<file path="config.mk">
export PLATFORM = sky130hd
export DESIGN_NAME = pi_cmd_master_flat
export DESIGN_NICKNAME = d
export VERILOG_FILES = /design/src/rtl/pi_cmd_master_if.sv /design/src/rtl/pi_cmd_master.sv /design/src/flat_wrapper.sv
export SDC_FILE = /design/constraint.sdc
export NUM_CORES = 1
export LEC_CHECK = 0
export CAP_MARGIN = 10
export CORE_UTILIZATION = 38
export DETAILED_ROUTE_END_ITERATION = 8
export GPL_TIMING_DRIVEN = 0
export HOLD_SLACK_MARGIN = 0.12
export PLACE_DENSITY = 0.87
export REMOVE_ABC_BUFFERS = 1
export SLEW_MARGIN = 5
export SYNTH_ARGS = -nofsm -noshare
export SYNTH_HDL_FRONTEND = slang
export SYNTH_SLANG_ARGS = --single-unit
export TNS_END_PERCENT = 50
</file>
<file path="constraint.sdc">
create_clock -name clk -period 2.6 [get_ports clk]
set_input_delay 0.26 -clock clk [delete_from_list [all_inputs] [get_ports clk]]
set_output_delay 0.26 -clock clk [all_outputs]
set_load 0.05 [all_outputs]
</file>
<file path="src/rtl/pi_cmd_master_if.sv">
// Host command/response stream and processor-interface bus bundle
// for pi_cmd_master; master = the sequencer, slave = host plus target.
interface pi_cmd_master_if #(
   parameter int BLK_W  = 4,
   parameter int ADDR_W = 8,
   parameter int DATA_W = 32
);
   logic              cmd_valid;
   logic              cmd_ready;
   logic              cmd_wr;
   logic [BLK_W-1:0]  cmd_blk_sel;
   logic [ADDR_W-1:0] cmd_addr;
   logic [DATA_W-1:0] cmd_data;
   logic [7:0]        cmd_len;
   logic              rsp_valid;
   logic              rsp_ready;
   logic [DATA_W-1:0] rsp_data;
   logic [BLK_W-1:0]  pi_blk_sel;
   logic [ADDR_W-1:0] pi_addr;
   logic              pi_wr_en;
   logic              pi_rd_en;
   logic [DATA_W-1:0] pi_wr_data;
   logic [DATA_W-1:0] pi_rd_data;
   logic              busy;

   modport master (
      input  cmd_valid, cmd_wr, cmd_blk_sel,
      input  cmd_addr, cmd_data, cmd_len,
      input  rsp_ready, pi_rd_data,
      output cmd_ready, rsp_valid, rsp_data,
      output pi_blk_sel, pi_addr,
      output pi_wr_en, pi_rd_en, pi_wr_data,
      output busy
   );

   modport slave (
      output cmd_valid, cmd_wr, cmd_blk_sel,
      output cmd_addr, cmd_data, cmd_len,
      output rsp_ready, pi_rd_data,
      input  cmd_ready, rsp_valid, rsp_data,
      input  pi_blk_sel, pi_addr,
      input  pi_wr_en, pi_rd_en, pi_wr_data,
      input  busy
   );
endinterface

</file>
<file path="src/rtl/pi_cmd_master.sv">
// Sequences host commands into single-cycle pi_wr_en/pi_rd_en strobes.
// Define PI_BURST_EN to enable multi-beat reads driven by cmd_len.
module pi_cmd_master #(
   parameter int BLK_W  = 4,
   parameter int ADDR_W = 8,
   parameter int DATA_W = 32,
   parameter int RD_LAT = 1
) (
   input logic             clk,
   input logic             rst,
   pi_cmd_master_if.master bus
);

   typedef enum logic [2:0] {
      S_IDLE,
      S_WR,
      S_RD_ISSUE,
      S_RD_WAIT,
      S_RSP
   } state_t;

   localparam logic [2:0] LAT = 3'(RD_LAT);

   state_t            r_state;
   logic              r_cmd_ready;
   logic              r_rsp_valid;
   logic [DATA_W-1:0] r_rsp_data;
   logic [BLK_W-1:0]  r_blk;
   logic [ADDR_W-1:0] r_addr;
   logic              r_wr_en;
   logic              r_rd_en;
   logic [DATA_W-1:0] r_wr_data;
   logic              r_busy;
   logic [2:0]        r_lat_cnt;
`ifdef PI_BURST_EN
   logic [BLK_W-1:0]  r_lblk;
   logic [ADDR_W-1:0] r_laddr;
   logic [7:0]        r_left;
`else
   logic              w_unused;
   assign w_unused = &{1'b0, bus.cmd_len};
`endif

   always_ff @(posedge clk or posedge rst) begin
      if (rst) begin
         r_state     <= S_IDLE;
         r_cmd_ready <= 1'b0;
         r_rsp_valid <= 1'b0;
         r_rsp_data  <= '0;
         r_blk       <= '0;
         r_addr      <= '0;
         r_wr_en     <= 1'b0;
         r_rd_en     <= 1'b0;
         r_wr_data   <= '0;
         r_busy      <= 1'b0;
         r_lat_cnt   <= '0;
`ifdef PI_BURST_EN
         r_lblk      <= '0;
         r_laddr     <= '0;
         r_left      <= '0;
`endif
      end else begin
         r_wr_en <= 1'b0;
         r_rd_en <= 1'b0;
         case (r_state)
            S_IDLE: begin
               if (bus.cmd_valid && r_cmd_ready) begin
                  r_cmd_ready <= 1'b0;
                  r_busy      <= 1'b1;
                  r_blk       <= bus.cmd_blk_sel;
                  r_addr      <= bus.cmd_addr;
`ifdef PI_BURST_EN
                  r_lblk      <= bus.cmd_blk_sel;
                  r_laddr     <= bus.cmd_addr;
                  r_left      <= bus.cmd_wr ? 8'd0 : bus.cmd_len;
`endif
                  if (bus.cmd_wr) begin
                     r_wr_en   <= 1'b1;
                     r_wr_data <= bus.cmd_data;
                     r_state   <= S_WR;
                  end else begin
                     r_rd_en   <= 1'b1;
                     r_state   <= S_RD_ISSUE;
                  end
               end else begin
                  r_cmd_ready <= 1'b1;
               end
            end
            S_WR: begin
               r_blk       <= '0;
               r_addr      <= '0;
               r_wr_data   <= '0;
               r_cmd_ready <= 1'b1;
               r_busy      <= 1'b0;
               r_state     <= S_IDLE;
            end
            S_RD_ISSUE: begin
               r_lat_cnt <= 3'd1;
               r_state   <= S_RD_WAIT;
            end
            S_RD_WAIT: begin
               // Sample on the edge that closes cycle N+RD_LAT.
               if (r_lat_cnt == LAT) begin
                  r_rsp_data  <= bus.pi_rd_data;
                  r_rsp_valid <= 1'b1;
                  r_blk       <= '0;
                  r_addr      <= '0;
                  r_state     <= S_RSP;
               end else begin
                  r_lat_cnt <= r_lat_cnt + 3'd1;
               end
            end
            S_RSP: begin
               if (bus.rsp_ready) begin
                  r_rsp_valid <= 1'b0;
`ifdef PI_BURST_EN
                  if (r_left != 8'd0) begin
                     r_left  <= r_left - 8'd1;
                     r_laddr <= r_laddr + 1'b1;
                     r_addr  <= r_laddr + 1'b1;
                     r_blk   <= r_lblk;
                     r_rd_en <= 1'b1;
                     r_state <= S_RD_ISSUE;
                  end else begin
                     r_cmd_ready <= 1'b1;
                     r_busy      <= 1'b0;
                     r_state     <= S_IDLE;
                  end
`else
                  r_cmd_ready <= 1'b1;
                  r_busy      <= 1'b0;
                  r_state     <= S_IDLE;
`endif
               end
            end
            default: begin
               r_cmd_ready <= 1'b0;
               r_busy      <= 1'b0;
               r_state     <= S_IDLE;
            end
         endcase
      end
   end

   assign bus.cmd_ready  = r_cmd_ready;
   assign bus.rsp_valid  = r_rsp_valid;
   assign bus.rsp_data   = r_rsp_data;
   assign bus.pi_blk_sel = r_blk;
   assign bus.pi_addr    = r_addr;
   assign bus.pi_wr_en   = r_wr_en;
   assign bus.pi_rd_en   = r_rd_en;
   assign bus.pi_wr_data = r_wr_data;
   assign bus.busy       = r_busy;

endmodule

</file>
<file path="src/flat_wrapper.sv">
// flat-port wrapper written by rule: the top's interface ports become plain ports
module pi_cmd_master_flat 
#(
   parameter int BLK_W  = 4,
   parameter int ADDR_W = 8,
   parameter int DATA_W = 32,
   parameter int RD_LAT = 1
)
  (clk, rst, bus_cmd_valid, bus_cmd_wr, bus_cmd_blk_sel, bus_cmd_addr, bus_cmd_data, bus_cmd_len, bus_rsp_ready, bus_pi_rd_data, bus_cmd_ready, bus_rsp_valid, bus_rsp_data, bus_pi_blk_sel, bus_pi_addr, bus_pi_wr_en, bus_pi_rd_en, bus_pi_wr_data, bus_busy);
  pi_cmd_master_if #(.BLK_W(BLK_W), .ADDR_W(ADDR_W), .DATA_W(DATA_W)) bus_i ();
  input logic clk;
  input logic rst;
  input wire logic [$bits(bus_i.cmd_valid)-1:0] bus_cmd_valid;
  input wire logic [$bits(bus_i.cmd_wr)-1:0] bus_cmd_wr;
  input wire logic [$bits(bus_i.cmd_blk_sel)-1:0] bus_cmd_blk_sel;
  input wire logic [$bits(bus_i.cmd_addr)-1:0] bus_cmd_addr;
  input wire logic [$bits(bus_i.cmd_data)-1:0] bus_cmd_data;
  input wire logic [$bits(bus_i.cmd_len)-1:0] bus_cmd_len;
  input wire logic [$bits(bus_i.rsp_ready)-1:0] bus_rsp_ready;
  input wire logic [$bits(bus_i.pi_rd_data)-1:0] bus_pi_rd_data;
  output wire logic [$bits(bus_i.cmd_ready)-1:0] bus_cmd_ready;
  output wire logic [$bits(bus_i.rsp_valid)-1:0] bus_rsp_valid;
  output wire logic [$bits(bus_i.rsp_data)-1:0] bus_rsp_data;
  output wire logic [$bits(bus_i.pi_blk_sel)-1:0] bus_pi_blk_sel;
  output wire logic [$bits(bus_i.pi_addr)-1:0] bus_pi_addr;
  output wire logic [$bits(bus_i.pi_wr_en)-1:0] bus_pi_wr_en;
  output wire logic [$bits(bus_i.pi_rd_en)-1:0] bus_pi_rd_en;
  output wire logic [$bits(bus_i.pi_wr_data)-1:0] bus_pi_wr_data;
  output wire logic [$bits(bus_i.busy)-1:0] bus_busy;
  assign bus_i.cmd_valid = bus_cmd_valid;
  assign bus_i.cmd_wr = bus_cmd_wr;
  assign bus_i.cmd_blk_sel = bus_cmd_blk_sel;
  assign bus_i.cmd_addr = bus_cmd_addr;
  assign bus_i.cmd_data = bus_cmd_data;
  assign bus_i.cmd_len = bus_cmd_len;
  assign bus_i.rsp_ready = bus_rsp_ready;
  assign bus_i.pi_rd_data = bus_pi_rd_data;
  assign bus_cmd_ready = bus_i.cmd_ready;
  assign bus_rsp_valid = bus_i.rsp_valid;
  assign bus_rsp_data = bus_i.rsp_data;
  assign bus_pi_blk_sel = bus_i.pi_blk_sel;
  assign bus_pi_addr = bus_i.pi_addr;
  assign bus_pi_wr_en = bus_i.pi_wr_en;
  assign bus_pi_rd_en = bus_i.pi_rd_en;
  assign bus_pi_wr_data = bus_i.pi_wr_data;
  assign bus_busy = bus_i.busy;
  pi_cmd_master #(.BLK_W(BLK_W), .ADDR_W(ADDR_W), .DATA_W(DATA_W), .RD_LAT(RD_LAT)) u_core (.clk(clk), .rst(rst), .bus(bus_i));
endmodule
</file>
==> impl_metrics.json, run 1 <==
{
  "routedWlPerCell_um": 16.14,
  "cp-start-kind": "register",
  "cp_num_buf_inv": 0,
  "antenna_found_initial": 0,
  "synth-main-ff-cell": "dfrtp_1",
  "synthSimpleGateAreaFrac_pct": 14.37,
  "maxCapViolations": 0,
  "cts_tree": "done",
  "hold_viol_final": 0,
  "synth-compound-area-share_pct": 13.03,
  "yosysUniqueCellTypes": 34,
  "rows": 36,
  "worstMarginPinSlew_ps": 883.7,
  "pwr-share-clk_pct": 10.1,
  "synthArstFlopShare_pct": 100.0,
  "criticalPathCategory": "reg2reg",
  "path_clk_slew_ps": 100,
  "cts_root_buf": "clkbuf_8",
  "p_switching_mw": 4.297,
  "slew_viol_final": 0,
  "nNetsFinal": 571,
  "antenna_cells": 0,
  "most-common-layout-cells": "clkdlybuf4s50_1, dfrtp_1, inv_1, nand2_1",
  "core_region_area_um2": 9864,
  "tns_ps": 0,
  "synthMuxAreaShare_pct": 9.198,
  "final_core_util_pct": 59.18,
  "grt_pass1_vias": 3264,
  "setup-violations-final": 0,
  "syn_inst": 333,
  "synth_top_area_cell": "dfrtp_1",
  "grt_max_degree": 68,
  "layout-drive-gt1-share_pct": 12.58,
  "grt_pass1_wl_um": 16700,
  "synth_top_area_share_pct": 55.57,
  "syn_area_um2": 3918,
  "required_ps": 2830,
  "outcome": "finished clean",
  "cts_buffer_depth": 2,
  "fin_cells": 618,
  "power_density_nw_per_um2": 1471,
  "die_w_um": 103.5,
  "cpLargestDelayFamily": "simple AND/OR/NAND/NOR gates",
  "gr-total-overflow": 0,
  "io_pins": 170,
  "clkSinkCount": 87,
  "area_growth_syn_to_layout_pct": 49.03,
  "floorplan.initialDensity_pct": 39.71,
  "p_total_mw": 8.589,
  "h-tree-depth": 3,
  "synth_top_family_by_area": "simple AND/OR/NAND/NOR gates",
  "worstHoldPathType": "in2async",
  "ctsHoldBuffers": 0,
  "leakagePower_nw": 2.353,
  "vias_per_cell": 5.241,
  "synthAdderAreaFrac_pct": 0.6388,
  "rsz0062_at_grt": "no",
  "setup_slack_ps": 419.5,
  "grt_usage_pct": 19.51,
  "cp_max_fo": 33,
  "seq_power_share_pct": 28.6,
  "dp_slack_ps": 422.9,
  "drc": 0,
  "slew_headroom_pct": 40.95,
  "dpl-instance-area_um2": 5660,
  "antenna_left": 0,
  "firstDrtPassIters": 4,
  "vias": 3239,
  "layout_commonest_cell": "clkdlybuf4s50_1",
  "min_period_ps": 2180,
  "placedCellCount": 602,
  "clock_latency_ps": 350,
  "max_freq_mhz": 458.6,
  "cts_resized": 0,
  "drt_iter0_markers": 127,
  "cp.arrival_ps": 2410,
  "crit_slowest_cell": "nor2_4",
  "synth_area_leaders": "dfrtp_1, mux2_2, nand4b_1, o311ai_0, inv_1",
  "ys_seq_area_share_pct": 55.57,
  "gp_congestion": 0.7620,
  "synth_edf_count": 0,
  "combinationalPowerShare_pct": 61.3,
  "end_kind": "register",
  "post_cts_buffers": 0,
  "internal_power_mw": 4.293,
  "die_area_um2": 10720,
  "critPathMaxStageDelay_ps": 740,
  "routed_wl_um": 9976,
  "numPortBuffers": 161,
  "timing.final.crit_share_pct": 83.87,
  "synth_xor_area_share_pct": 0,
  "place_hpwl_um": 7071,
  "worstPathCellList": "nand2b_1 -> nor2_4 -> mux2_2",
  "ys_warn_count": 0,
  "p_sw_share_pct": 50.03,
  "avgSynthCellArea_um2": 11.76,
  "ir_drop_uv": 748.0,
  "design_area_um2": 5838,
  "cts_inserted_buffers": 9,
  "die_h_um": 103.5,
  "ys_ff_latch": 87,
  "holdWs_ps": 316.6,
  "finClkSkew_ps": 12.63
}
[flip-flops by register name, indices dropped and copies added, names as in the netlist, 3 cells and up]
signal and flops:
u_core.bus.pi_wr_data 32, u_core.bus.rsp_data 32, u_core.bus.pi_addr 8, u_core.bus.pi_blk_sel 4, u_core.r_lat_cnt 3, u_core.r_state 3
[cells in the mapped netlist, types with 2 or more instances]
cell       instances
nor2_1             4
nand2_1           34
and3_1             2
o311ai_0          31
mux2_2            32
a2bb2oi_1          2
buf_2             12
buf_4              3
a21oi_1            3
ha_1               2
o21bai_1           3
a22o_1            13
nand2b_1           4
nor2b_1            3
nand4b_1          32
inv_1             35
o21ai_0            2
a31o_2             2
buf_6              2
clkbuf_1          12
dfrtp_1           87
[final timing paths]
| path | start | to | slack [ps] | depth (start not counted) |
|---|---|---|---|---|
| worst max-delay path | u_core.r_state[1] | u_core.bus.rsp_data[8] | 420 | 3 |
| worst min-delay path | rst | u_core.bus.rsp_data[5] | 320 | 2 |
| worst max register to register | u_core.r_state[1] | u_core.bus.rsp_data[8] | 420 | 3 |
| worst min register to register | u_core.bus.pi_addr[7] | u_core.bus.pi_addr[7] | 510 | 1 |
| max in group asynchronous | rst | u_core.bus.pi_wr_data[3] | 1660 | 3 |
| min in group clk | bus_cmd_blk_sel[3] | u_core.bus.pi_blk_sel[3] | 510 | 2 |
[area by class of cell]
class	instances	area [um2]
Clock buffer	10	127.6
Clock inverter	6	50.05
Fill cell	780	4026
Inverter	35	133.9
Multi-Input combinational cell	182	1468
Sequential cell	87	2178
Tap cell	133	166.4
Timing Repair Buffer	165	1714
[logic make-up (layout without fill, tap and decap cells)]
family / Yosys count / count (layout)
flops: 87 / 87
simple gates: 87 / 87
buf+inv: 64 / 216
compound gates: 61 / 61
mux: 32 / 32
fa+ha+maj: 2 / 2
[power groups by stage]
stage                     clock network [mW]  logic (mW)  registers (mW)
after floorplan                            0        1.36            4.50
after global placement                     0        5.01            2.51
after detailed placement                   0        5.31            2.48
after CTS                              0.896        5.32            2.45
after global routing                   0.956        5.57            2.55
final                                  0.869        5.27            2.45
[layer usage]
layer  track usage (%)  vias up  part of all wire, %
met3             3.147       26                  4.4
met1             24.74     1589                   42
met4             8.903        0                  3.1
li1                  -     1511                    -
met2             32.74      113                   50
met5                 0        -                    0
(Power assumes the default switching activity.)
==> run 2, diff against run 1 <==
==> constraint.sdc (replaced) <==
create_clock -name clk -period 2 [get_ports clk]
set_input_delay 0.2 -clock clk [delete_from_list [all_inputs] [get_ports clk]]
set_output_delay 0.2 -clock clk [all_outputs]
set_load 0.05 [all_outputs]
==> run 2 against run 1 <==
Register-to-register slack got worse by 320 ps; sequential power rose by 30%; clock power rose by 30%; sequential share of layout area fell by 0.19 points; largest cell class unchanged; via count rose by 0.25%; critical path type unchanged; wire length rose by 1.7%; power rose by 31%; worst setup slack got worse by 320 ps; die area did not move; sequential cell count did not move.
==> impl_metrics.json, run 2 (synthesized netlist as in run 1, its figures left out) <==
{
  "grt_usage_pct": 19.50,
  "drt_iter0_markers": 123,
  "cts_inserted_buffers": 9,
  "most-common-layout-cells": "clkdlybuf4s50_1, dfrtp_1, inv_1, nand2_1",
  "min_period_ps": 1905,
  "cts_buffer_depth": 2,
  "antenna_cells": 0,
  "place_hpwl_um": 7071,
  "holdWs_ps": 256.5,
  "slew_viol_final": 0,
  "end_kind": "register",
  "internal_power_mw": 5.615,
  "core_region_area_um2": 9864,
  "cts_tree": "done",
  "critPathMaxStageDelay_ps": 530,
  "timing.final.crit_share_pct": 95.26,
  "gp_congestion": 0.7620,
  "vias": 3247,
  "seq_power_share_pct": 28.4,
  "combinationalPowerShare_pct": 61.6,
  "cp_num_buf_inv": 0,
  "layout_commonest_cell": "clkdlybuf4s50_1",
  "cp_max_fo": 16,
  "cp-start-kind": "register",
  "power_density_nw_per_um2": 1916,
  "maxCapViolations": 0,
  "setup-violations-final": 0,
  "routedWlPerCell_um": 16.36,
  "die_w_um": 103.5,
  "pwr-share-clk_pct": 10.1,
  "die_h_um": 103.5,
  "grt_pass1_wl_um": 16690,
  "p_total_mw": 11.25,
  "dp_slack_ps": -177.1,
  "area_growth_syn_to_layout_pct": 49.86,
  "cts_root_buf": "clkbuf_8",
  "p_switching_mw": 5.633,
  "firstDrtPassIters": 4,
  "leakagePower_nw": 2.362,
  "io_pins": 170,
  "outcome": "finished clean",
  "clkSinkCount": 87,
  "setup_slack_ps": 94.71,
  "h-tree-depth": 3,
  "clock_latency_ps": 360,
  "nNetsFinal": 573,
  "path_clk_slew_ps": 100,
  "slew_headroom_pct": 48.86,
  "worstPathCellList": "nand2b_1 -> nor2_4 -> mux2_2",
  "grt_pass1_vias": 3269,
  "cp.arrival_ps": 2150,
  "drc": 0,
  "ir_drop_uv": 973.9,
  "worstMarginPinSlew_ps": 761.4,
  "grt_max_degree": 68,
  "criticalPathCategory": "reg2reg",
  "vias_per_cell": 5.237,
  "floorplan.initialDensity_pct": 39.71,
  "die_area_um2": 10720,
  "cpLargestDelayFamily": "simple AND/OR/NAND/NOR gates",
  "fin_cells": 620,
  "p_sw_share_pct": 50.08,
  "layout-drive-gt1-share_pct": 13.14,
  "finClkSkew_ps": 13.22,
  "crit_slowest_cell": "dfrtp_1",
  "required_ps": 2250,
  "rows": 36,
  "gr-total-overflow": 0,
  "placedCellCount": 602,
  "worstHoldPathType": "in2async",
  "max_freq_mhz": 524.9,
  "antenna_left": 0,
  "routed_wl_um": 10150,
  "numPortBuffers": 161,
  "antenna_found_initial": 0,
  "hold_viol_final": 0,
  "rsz0062_at_grt": "no"
}
[run 2: cell type report]
type	count	area, um2
sequential	87	2180
fill	775	3994
clock buffer	10	127.6
timing repair buffer	166	1734
clock inverter	6	50.05
tap	133	166.4
inverter	35	133.9
multi-input combinational	183	1479
[run 2: metrics by stage]
stage / utilization (%) / cell area [um2] / TNS [ps]
floorplan: - / 3767 / -70720
global route: 59.51 / 5871 / 0
CTS: 59.20 / 5839 / -5293
finish: 59.51 / 5871 / 0
detailed placement: 57.38 / 5660 / -5206
global placement: 56.22 / 5545 / -239150
[run 2: path summary, 6_finish.rpt]
path                                          startpoint                        to  slack, ps  depth (start not counted)
min in group clk                      bus_cmd_blk_sel[3]  u_core.bus.pi_blk_sel[3]        440                          2
worst min register to register  u_core.bus.pi_blk_sel[0]  u_core.bus.pi_blk_sel[0]        510                          1
worst max-delay path                   u_core.r_state[2]    u_core.bus.rsp_data[5]         90                          3
worst max register to register         u_core.r_state[2]    u_core.bus.rsp_data[5]         90                          3
max in group asynchronous                            rst  u_core.bus.pi_wr_data[3]       1120                          3
worst min-delay path                                 rst    u_core.bus.rsp_data[5]        260                          2
[run 2: per-layer routing]
metal	track usage, %	wire length, um	vias up	part of all wire, %
met1	24.66	4333	1603	43
met5	0	0	-	0
li1	-	-	1516	-
met2	32.79	5103	102	50
met3	3.147	390	26	3.8
met4	8.903	318	0	3.1
[run 2: power groups by stage]
stage                     Sequential, mW  Clock (mW)  Combinational (mW)
after floorplan                     5.85           0                1.77
after CTS                           3.19        1.17                6.92
final                               3.19        1.13                6.93
after global routing                3.32        1.25                7.31
after global placement              3.26           0                6.51
after detailed placement            3.22           0                6.91
[run 2: timing repair]
action | 4_1_cts | 5_1_grt
resized for setup | 1 | 1
pin swaps | 0 | 1
setup buffers | 0 | 1
setup endpoints to repair | 32 | 33
hold buffers | 0 | 0
gates cloned | 0 | 1
==> run 3, diff against run 2 <==
--- a/config.mk
+++ b/config.mk
@@ -11,6 +11,7 @@
 export GPL_TIMING_DRIVEN = 0
 export HOLD_SLACK_MARGIN = 0.12
 export PLACE_DENSITY = 0.87
+export RECOVER_POWER = 100
 export REMOVE_ABC_BUFFERS = 1
 export SLEW_MARGIN = 5
 export SYNTH_ARGS = -nofsm -noshare
==> run 3 against run 2 <==
Utilization shrank 0.10 points; clock skew up 1.4 ps; power is 0.36% lower; count of clock-buffer cells in the layout did not move; combinational power is 0.7% lower; sequential share of layout area is 0.063 points higher; worst hold slack better by 190 ps; wire length is 0.62% higher; clock power is essentially flat; final cell count is the same; sequential power hardly changed; largest cell class unchanged; highest routed layer unchanged.
==> impl_metrics.json, run 3 (synthesized netlist as in run 1, its figures left out) <==
{
  "end_kind": "register",
  "cts_root_buf": "clkbuf_8",
  "p_switching_mw": 5.624,
  "nNetsFinal": 573,
  "r2r-start": "u_core.r_state[2]",
  "cp_max_fo": 16,
  "cts_buffer_depth": 2,
  "grt_pass1_vias": 3269,
  "antenna_cells": 0,
  "required_ps": 2250,
  "rows": 36,
  "cp-start-kind": "register",
  "core_region_area_um2": 9864,
  "cts_inserted_buffers": 9,
  "gr-total-overflow": 0,
  "ir_drop_uv": 957.4,
  "setup-violations-final": 0,
  "crit_start": "u_core.r_state[2]",
  "worstMarginPinSlew_ps": 895.5,
  "area_growth_syn_to_layout_pct": 49.60,
  "die_h_um": 103.5,
  "io_pins": 170,
  "holdWs_ps": 443.1,
  "vias": 3260,
  "cts_tree": "done",
  "grt_usage_pct": 19.50,
  "rr_worst_depth": 3,
  "floorplan.initialDensity_pct": 39.71,
  "grt_max_degree": 68,
  "outcome": "finished clean",
  "power_density_nw_per_um2": 1912,
  "die_area_um2": 10720,
  "internal_power_mw": 5.583,
  "critPathMaxStageDelay_ps": 540,
  "seq_power_share_pct": 28.4,
  "antenna_found_initial": 0,
  "clkSinkCount": 87,
  "max_freq_mhz": 532.9,
  "drt_iter0_markers": 125,
  "final_core_util_pct": 59.41,
  "gp_congestion": 0.7620,
  "slew_headroom_pct": 40.21,
  "path_clk_slew_ps": 100,
  "numPortBuffers": 161,
  "routed_wl_um": 10210,
  "combinationalPowerShare_pct": 61.4,
  "grt_pass1_wl_um": 16690,
  "timing.final.crit_share_pct": 93.83,
  "worstHoldPathType": "in2reg",
  "maxCapViolations": 0,
  "antenna_left": 0,
  "h-tree-depth": 3,
  "p_sw_share_pct": 50.18,
  "vias_per_cell": 5.258,
  "hold_viol_final": 0,
  "regToRegSetupSlack_ps": 120,
  "n_fill_cell": 776,
  "cp.arrival_ps": 2130,
  "cp-endpoint": "u_core.bus.rsp_data[5]",
  "layout_commonest_cell": "clkdlybuf4s50_1",
  "r2r-end": "u_core.bus.rsp_data[5]",
  "min_period_ps": 1877,
  "tns_ps": 0,
  "most-common-layout-cells": "clkdlybuf4s50_1, dfrtp_1, inv_1, nand2_1",
  "ctsHoldBuffers": 0,
  "leakagePower_nw": 2.370,
  "pwr-share-clk_pct": 10.2,
  "routedWlPerCell_um": 16.46,
  "worstPathCellList": "nand2b_1 -> nor2_4 -> mux2_2",
  "die_w_um": 103.5,
  "slew_viol_final": 0,
  "firstDrtPassIters": 4,
  "criticalPathCategory": "reg2reg",
  "rsz0062_at_grt": "no",
  "drc": 0,
  "crit_slowest_cell": "dfrtp_1",
  "place_hpwl_um": 7071,
  "clock_latency_ps": 360,
  "finClkSkew_ps": 14.65,
  "layout-drive-gt1-share_pct": 12.94
}
## run 3: repair_timing
action,in CTS,in global routing
gates resized for setup,1,1
endpoints found under the setup margin,32,33
gates cloned,0,1
pin swaps,0,1
hold endpoints to repair,0,0
setup buffers,0,1
## run 3: worst max-delay path, delay by kind of cell (launching register included)
family / cells / cell delay, ps
flops: 1 / 540
mux: 1 / 400
simple gates: 2 / 830
## run 3: metrics by stage
step                power (mW)  instance area [um2]  instances  setup slack [ps]
floorplan                7.625                 3767        304            -748.6
global placement         9.771                 5545        598             -1780
detailed placement       10.12                 5660        602            -177.1
CTS                      11.27                 5839        618            -182.5
global route             11.83                 5861        620             21.28
finish                   11.21                 5861        620             123.4
## run 3: metal layers
layer  global-route usage, %  vias up  wire, um
met2                   32.79      104      5087
met3                   3.147       26       418
met5                       0        -         0
met1                   24.66     1613      4374
li1                        -     1517         -
met4                   8.903        0       327
## run 3: how the worst min path moves through the flow
stage	endpoint	startpoint	cells past startpoint	slack [ps]
after floorplan	u_core.bus.pi_rd_en	bus_cmd_wr	1	270
after global placement	u_core.bus.pi_blk_sel[0]	u_core.bus.pi_blk_sel[0]	1	480
after detailed placement	u_core.bus.pi_addr[2]	u_core.bus.pi_addr[2]	1	480
after CTS	u_core.bus.rsp_data[5]	rst	2	270
after global routing	u_core.bus.pi_addr[3]	bus_cmd_addr[3]	2	430
final	u_core.bus.pi_blk_sel[3]	bus_cmd_blk_sel[3]	2	440
## run 3: area by class of cell
cell class	count	area, um2	area share, %
Inverter	35	131.4	2.242
Timing Repair Buffer	166	1734	29.59
Clock inverter	6	50.05	0.8540
Tap cell	133	166.4	2.839
Clock buffer	10	127.6	2.178
Multi-Input combinational cell	183	1471	25.11
Sequential cell	87	2180	37.19
## run 3: power by group through the flow
stage | registers (mW) | clock network, mW | logic [mW]
after floorplan | 5.85 | 0 | 1.77
after global placement | 3.26 | 0 | 6.51
after detailed placement | 3.22 | 0 | 6.91
after CTS | 3.19 | 1.17 | 6.92
after global routing | 3.31 | 1.25 | 7.27
final | 3.18 | 1.14 | 6.88
